===== src/rtl/alu_result_stage_if.sv =====
// Handshake and adder bundle for alu_result_stage.
// master is the environment side, slave is the stage.
interface alu_result_stage_if;
    logic        in_valid;
    logic        in_ready;
    logic [1:0]  in_op;
    logic [15:0] in_a;
    logic [15:0] in_b;
    logic [15:0] add_a;
    logic [15:0] add_b;
    logic        add_sub;
    logic [15:0] add_sum;
    logic        add_ovfl;
    logic        out_valid;
    logic        out_ready;
    logic [15:0] out_data;
    logic [3:0]  flags;

    modport master (
        output in_valid, in_op, in_a, in_b,
        output add_sum, add_ovfl, out_ready,
        input  in_ready, add_a, add_b, add_sub,
        input  out_valid, out_data, flags
    );

    modport slave (
        input  in_valid, in_op, in_a, in_b,
        input  add_sum, add_ovfl, out_ready,
        output in_ready, add_a, add_b, add_sub,
        output out_valid, out_data, flags
    );
endinterface


===== src/rtl/alu_result_stage.sv =====
// ALU result stage: ADD/SUB/XOR in one cycle, RED (byte-sum) in two.
// Define ALU_SAT_EN to saturate ADD/SUB results on signed overflow.
module alu_result_stage (
    input  logic              clk,
    input  logic              rst,
    alu_result_stage_if.slave bus
);
    typedef enum logic {S_IDLE, S_RED2} state_t;

    state_t      r_state;
    state_t      w_next;
    logic [15:0] r_t;
    logic [15:0] r_out_data;
    logic        r_out_valid;
    logic [3:0]  r_flags;

    logic        w_in_ready;
    logic        w_in_xfer;
    logic        w_out_xfer;
    logic [15:0] w_add_a;
    logic [15:0] w_add_b;
    logic        w_add_sub;
    logic        w_b_sign;
    logic        w_v;
    logic [15:0] w_res;

    always_ff @(posedge clk) begin
        if (rst) r_state <= S_IDLE;
        else     r_state <= w_next;
    end

    always_comb begin
        w_next = r_state;
        unique case (r_state)
            S_IDLE: if (w_in_xfer && bus.in_op == 2'b11) w_next = S_RED2;
            S_RED2: w_next = S_IDLE;
        endcase
    end

    always_comb begin
        w_in_ready = 1'b0;
        w_add_a    = bus.in_a;
        w_add_b    = bus.in_b;
        w_add_sub  = (bus.in_op == 2'b01);
        unique case (r_state)
            S_IDLE: w_in_ready = !r_out_valid || bus.out_ready;
            S_RED2: begin
                w_add_a   = {{8{r_t[15]}}, r_t[15:8]};
                w_add_b   = {{8{r_t[7]}}, r_t[7:0]};
                w_add_sub = 1'b0;
            end
        endcase
    end

    assign w_in_xfer  = bus.in_valid && w_in_ready;
    assign w_out_xfer = r_out_valid && bus.out_ready;

    // Subtraction flips the effective sign of the second operand.
    assign w_b_sign = bus.in_b[15] ^ w_add_sub;
    assign w_v = (bus.in_a[15] == w_b_sign) &&
                 (bus.add_sum[15] != bus.in_a[15]);

`ifdef ALU_SAT_EN
    assign w_res = !w_v         ? bus.add_sum :
                   bus.in_a[15] ? 16'h8000    : 16'h7FFF;
`else
    assign w_res = bus.add_sum;
`endif

    always_ff @(posedge clk) begin
        if (rst) begin
            r_out_valid <= 1'b0;
            r_out_data  <= 16'h0000;
            r_flags     <= 4'b0000;
            r_t         <= 16'h0000;
        end else if (r_state == S_RED2) begin
            // Output slot was freed when the RED op was accepted.
            r_out_data  <= bus.add_sum;
            r_out_valid <= 1'b1;
            r_flags[3]  <= (bus.add_sum == 16'h0000);
            r_flags[1]  <= bus.add_sum[15];
        end else if (w_in_xfer) begin
            unique case (bus.in_op)
                2'b00, 2'b01: begin
                    r_out_data  <= w_res;
                    r_out_valid <= 1'b1;
                    r_flags     <= {w_res == 16'h0000, w_v,
                                    w_res[15], bus.add_ovfl};
                end
                2'b10: begin
                    r_out_data  <= bus.in_a ^ bus.in_b;
                    r_out_valid <= 1'b1;
                    r_flags[3]  <= ((bus.in_a ^ bus.in_b) == 16'h0000);
                    r_flags[1]  <= bus.in_a[15] ^ bus.in_b[15];
                end
                2'b11: begin
                    r_t <= bus.add_sum;
                    if (w_out_xfer) r_out_valid <= 1'b0;
                end
            endcase
        end else if (w_out_xfer) begin
            r_out_valid <= 1'b0;
        end
    end

    assign bus.in_ready  = w_in_ready;
    assign bus.add_a     = w_add_a;
    assign bus.add_b     = w_add_b;
    assign bus.add_sub   = w_add_sub;
    assign bus.out_valid = r_out_valid;
    assign bus.out_data  = r_out_data;
    assign bus.flags     = r_flags;
endmodule


===== src/flat_wrapper.sv =====
// flat-port wrapper written by rule: the top's interface ports become plain ports
module alu_result_stage_flat 
  (clk, rst, bus_in_valid, bus_in_op, bus_in_a, bus_in_b, bus_add_sum, bus_add_ovfl, bus_out_ready, bus_in_ready, bus_add_a, bus_add_b, bus_add_sub, bus_out_valid, bus_out_data, bus_flags);
  alu_result_stage_if bus_i ();
  input  logic clk;
  input  logic rst;
  input wire logic [$bits(bus_i.in_valid)-1:0] bus_in_valid;
  input wire logic [$bits(bus_i.in_op)-1:0] bus_in_op;
  input wire logic [$bits(bus_i.in_a)-1:0] bus_in_a;
  input wire logic [$bits(bus_i.in_b)-1:0] bus_in_b;
  input wire logic [$bits(bus_i.add_sum)-1:0] bus_add_sum;
  input wire logic [$bits(bus_i.add_ovfl)-1:0] bus_add_ovfl;
  input wire logic [$bits(bus_i.out_ready)-1:0] bus_out_ready;
  output wire logic [$bits(bus_i.in_ready)-1:0] bus_in_ready;
  output wire logic [$bits(bus_i.add_a)-1:0] bus_add_a;
  output wire logic [$bits(bus_i.add_b)-1:0] bus_add_b;
  output wire logic [$bits(bus_i.add_sub)-1:0] bus_add_sub;
  output wire logic [$bits(bus_i.out_valid)-1:0] bus_out_valid;
  output wire logic [$bits(bus_i.out_data)-1:0] bus_out_data;
  output wire logic [$bits(bus_i.flags)-1:0] bus_flags;
  assign bus_i.in_valid = bus_in_valid;
  assign bus_i.in_op = bus_in_op;
  assign bus_i.in_a = bus_in_a;
  assign bus_i.in_b = bus_in_b;
  assign bus_i.add_sum = bus_add_sum;
  assign bus_i.add_ovfl = bus_add_ovfl;
  assign bus_i.out_ready = bus_out_ready;
  assign bus_in_ready = bus_i.in_ready;
  assign bus_add_a = bus_i.add_a;
  assign bus_add_b = bus_i.add_b;
  assign bus_add_sub = bus_i.add_sub;
  assign bus_out_valid = bus_i.out_valid;
  assign bus_out_data = bus_i.out_data;
  assign bus_flags = bus_i.flags;
  alu_result_stage u_core (.clk(clk), .rst(rst), .bus(bus_i));
endmodule

===== config.mk =====
export PLATFORM = sky130hd
export DESIGN_NAME = alu_result_stage_flat
export DESIGN_NICKNAME = d
export VERILOG_FILES = /design/src/rtl/alu_result_stage_if.sv /design/src/rtl/alu_result_stage.sv /design/src/flat_wrapper.sv
export SDC_FILE = /design/constraint.sdc
export NUM_CORES = 1
export LEC_CHECK = 0
export CAP_MARGIN = 30
export CORE_MARGIN = 2
export CORE_UTILIZATION = 45
export CTS_BUF_LIST = sky130_fd_sc_hd__clkbuf_8
export CTS_CLUSTER_DIAMETER = 50
export DETAILED_ROUTE_END_ITERATION = 8
export PLACE_DENSITY = 0.89
export SYNTH_ARGS = -nofsm -noshare
export SYNTH_HDL_FRONTEND = slang
export SYNTH_SLANG_ARGS = --single-unit

===== constraint.sdc =====
create_clock -name clk -period 4.08 [get_ports clk]
set_input_delay 0.408 -clock clk [delete_from_list [all_inputs] [get_ports clk]]
set_output_delay 0.408 -clock clk [all_outputs]
set_load 0.02 [all_outputs]

==> flow_metrics.env <==
export IMPL_run_status="completed"
export IMPL_cap_viol_max_count=0
export IMPL_clock_tree_htree_level_count=2
export IMPL_max_freq_ghz=0.348
export IMPL_count_of_vias_placed_by_the_detailed_router=2184
export IMPL_post_synth_main_area_contributors="sky130_fd_sc_hd__dfxtp_1 (35%), sky130_fd_sc_hd__mux2i_1 (11%), sky130_fd_sc_hd__mux2_2 (9.8%), sky130_fd_sc_hd__nor2_1 (4.6%), sky130_fd_sc_hd__o21ai_0 (4.1%)"
export IMPL_die_area_um2=5430
export IMPL_timing_setup_tns_ps=0
export IMPL_routed_wire_length_um=6340
export IMPL_ys_warn_count=0
export IMPL_final_min_clock_period_ps=2870
export IMPL_routabilityCongestion=0.812
export IMPL_setup_viol=0
export IMPL_ctsRootBufferMaster="sky130_fd_sc_hd__clkbuf_8"
export IMPL_critical_path_class="flip-flop to primary output"
export IMPL_drt_iter0_drc=159
export IMPL_vias_in_the_first_global_route=2144
export IMPL_final_net_count=408
export IMPL_reg_to_reg_critical_path_startpoint="u_core.r_state$_SDFF_PP0_"
export IMPL_hp_class="flip-flop to flip-flop"
export IMPL_power_density_nw_per_um2=324
export IMPL_grt_overflow_total=0
export IMPL_cts_repair_timing_setup_buffer_count=0
export IMPL_required_ps=3670
export IMPL_clk_transition_reported_paths_ps=80
export IMPL_min_delay_start="u_core.bus.out_data[4]$_SDFFE_PP0P_"
export IMPL_yosysTopAreaCell="sky130_fd_sc_hd__dfxtp_1"
export IMPL_synth_async_reset_ratio_pct=0
export IMPL_numPortBuffers=109
export IMPL_worstMarginPinSlew_ps=969
export IMPL_die_width_um=73.7
export IMPL_slew_headroom_pct=35.4
export IMPL_clockBufferDepth=2
export IMPL_drc=0
export IMPL_layout_cells_most_common="sky130_fd_sc_hd__clkdlybuf4s50_1"
export IMPL_tritoncts_clock_tree="done"
export IMPL_final_setup_skew_ps=3.45
export IMPL_start_util_pct=46.6
export IMPL_area_growth_pct=56.4
export IMPL_dp_hpwl_um=4920
export IMPL_post_synthesis_area_per_instance_um2=8.77
export IMPL_drt_antenna_violating_nets=0
export IMPL_cts_hold_repair_buffers=0
export IMPL_synthCells=249
export IMPL_path_max_fanout=26
export IMPL_synth_top_area_share_pct=34.8
export IMPL_clock_insertion_delay_worst_skew_ps=290
export IMPL_core_area_um2=4690
export IMPL_post_cts_resized_instances=0
export IMPL_mostFrequentLayoutCells="sky130_fd_sc_hd__clkdlybuf4s50_1 (109), sky130_fd_sc_hd__dfxtp_1 (38), sky130_fd_sc_hd__nor2_1 (27)"
export IMPL_fraction_of_layout_instances_using_a_drive_strength_above_1_pct=10.2
export IMPL_synth_cell_types=36
export IMPL_synthesis_nets=304
export IMPL_timing_final_hold_violations=0
export IMPL_power_static_leakage_nw=1.30
export IMPL_detailedRoute_firstPassIterationCount=4
export IMPL_synth_edff_count=0
export IMPL_yosysSeqAreaShare_pct=34.8
export IMPL_fillers=379
export IMPL_synth_area_um2=2180
export IMPL_slew_violations=0
export IMPL_ys_seq_elements=38
export IMPL_multiInputGateArea_um2=1250
export IMPL_num_rows=25
export IMPL_n_antenna_cell=0
export IMPL_routed_wire_length_per_instance_um=15.5
export IMPL_grt_setup_unrepaired="false"
export IMPL_timing_critical_path_arrival_ps=2460
export IMPL_via_per_inst=5.35
export IMPL_worst_setup_path_end_kind="primary output"
export IMPL_grt_first_pass_wirelength_um=10100
export IMPL_grt_total_usage_pct=24.2
export IMPL_crit_path_start_kind="flip-flop"
export IMPL_floorplan_io_pins=110
export IMPL_crit_start="u_core.r_state$_SDFF_PP0_"
export IMPL_final_hold_worst_slack_ps=451
export IMPL_synth_flop_cell="sky130_fd_sc_hd__dfxtp_1"
export IMPL_ir_drop_v=0.000275
export IMPL_part_of_the_cycle_the_worst_path_needs_pct=70.4
export IMPL_antenna_found_initial=0
export IMPL_regArea_um2=761
export IMPL_grt_start_max_net_pins=40
export IMPL_cts_buffers=5
export IMPL_clock_sink_count=38
export IMPL_die_y_um=73.7
==> metrics by stage <==
| step | cells | total power [mW] | utilization [%] | setup WS, ps | cell area, um^2 |
|---|---|---|---|---|---|
| 2_1_floorplan | 249 | 0.566 | - | 2400 | 2180 |
| 3_3_place_gp | 399 | 0.713 | 69.5 | 1590 | 3260 |
| 3_5_place_dp | 400 | 0.720 | 69.8 | 1530 | 3270 |
| 4_1_cts | 408 | 1.11 | 72.8 | 1210 | 3420 |
| 5_1_grt | 408 | 1.15 | 72.8 | 1080 | 3420 |
| 6_report | 408 | 1.11 | 72.8 | 1210 | 3420 |
==> flip-flops by register name, indices dropped and copies added (netlist names) <==
register              cells
u_core.bus.flags          4
u_core.bus.out_data      16
u_core.bus.out_valid      1
u_core.r_state            1
u_core.r_t               16
==> where the power goes <==
group	switching [mW]	total [mW]	internal [mW]
Sequential	0.0126	0.404	0.391
Combinational	0.148	0.309	0.160
Clock	0.134	0.395	0.261
==> logic make-up (layout without fill, tap and decap cells) <==
logic type | count (synthesis) | after routing | share of synthesized area [%]
simple gates | 70 | 70 | 15.8
compound gates | 46 | 46 | 13.2
mux | 44 | 44 | 21.3
flops | 38 | 38 | 34.8
buf+inv | 34 | 139 | 8.08
xor+xnor | 17 | 17 | 6.82
==> critical path: stages, from the launching register on <==
cell	delay [ps]
sky130_fd_sc_hd__dfxtp_1	880
sky130_fd_sc_hd__buf_4	380
sky130_fd_sc_hd__mux2_2	370
sky130_fd_sc_hd__clkdlybuf4s50_1	540
==> layout make-up <==
| cell class | count | area share (%) |
|---|---|---|
| Clock buffer | 6 | 2.42 |
| Clock inverter | 2 | 1.76 |
| Inverter | 19 | 2.09 |
| Multi-Input combinational cell | 177 | 36.7 |
| Sequential cell | 38 | 22.3 |
| Tap cell | 54 | 1.98 |
| Timing Repair Buffer | 112 | 32.8 |
==> Yosys cell counts, types with 2 or more instances <==
| master | n |
|---|---|
| sky130_fd_sc_hd__mux2_2 | 19 |
| sky130_fd_sc_hd__buf_2 | 3 |
| sky130_fd_sc_hd__nor4_1 | 6 |
| sky130_fd_sc_hd__inv_1 | 19 |
| sky130_fd_sc_hd__nand4_1 | 2 |
| sky130_fd_sc_hd__a21oi_1 | 11 |
| sky130_fd_sc_hd__nand2_1 | 21 |
| sky130_fd_sc_hd__mux2i_1 | 24 |
| sky130_fd_sc_hd__buf_6 | 4 |
| sky130_fd_sc_hd__xor2_1 | 7 |
| sky130_fd_sc_hd__nand2b_1 | 3 |
| sky130_fd_sc_hd__o21ai_0 | 18 |
| sky130_fd_sc_hd__dfxtp_1 | 38 |
| sky130_fd_sc_hd__o211ai_1 | 8 |
| sky130_fd_sc_hd__nor2b_1 | 2 |
| sky130_fd_sc_hd__clkbuf_1 | 6 |
| sky130_fd_sc_hd__xnor2_1 | 10 |
| sky130_fd_sc_hd__nor3_1 | 2 |
| sky130_fd_sc_hd__nor2_1 | 27 |
| sky130_fd_sc_hd__and4_1 | 2 |
| sky130_fd_sc_hd__a22oi_1 | 2 |
==> path summary, 6_finish.rpt <==
check                                         to  slack, ps  cells past startpoint
max                                 bus_add_a[2]       1210                      3
min reg2reg  u_core.bus.out_data[4]$_SDFFE_PP0P_        450                      2
max reg2reg  u_core.bus.out_data[9]$_SDFFE_PP0P_       1840                      4
min          u_core.bus.out_data[4]$_SDFFE_PP0P_        450                      2
==> metal layers <==
metal | track usage, % | vias up | part of all wire, %
li1 | - | 1064 | -
met1 | 30.0 | 1030 | 42
met2 | 42.0 | 79 | 51
met3 | 5.21 | 11 | 5.7
met4 | 7.27 | 0 | 1.8
met5 | 0 | - | 0
Power figures use the tool's default switching activity.
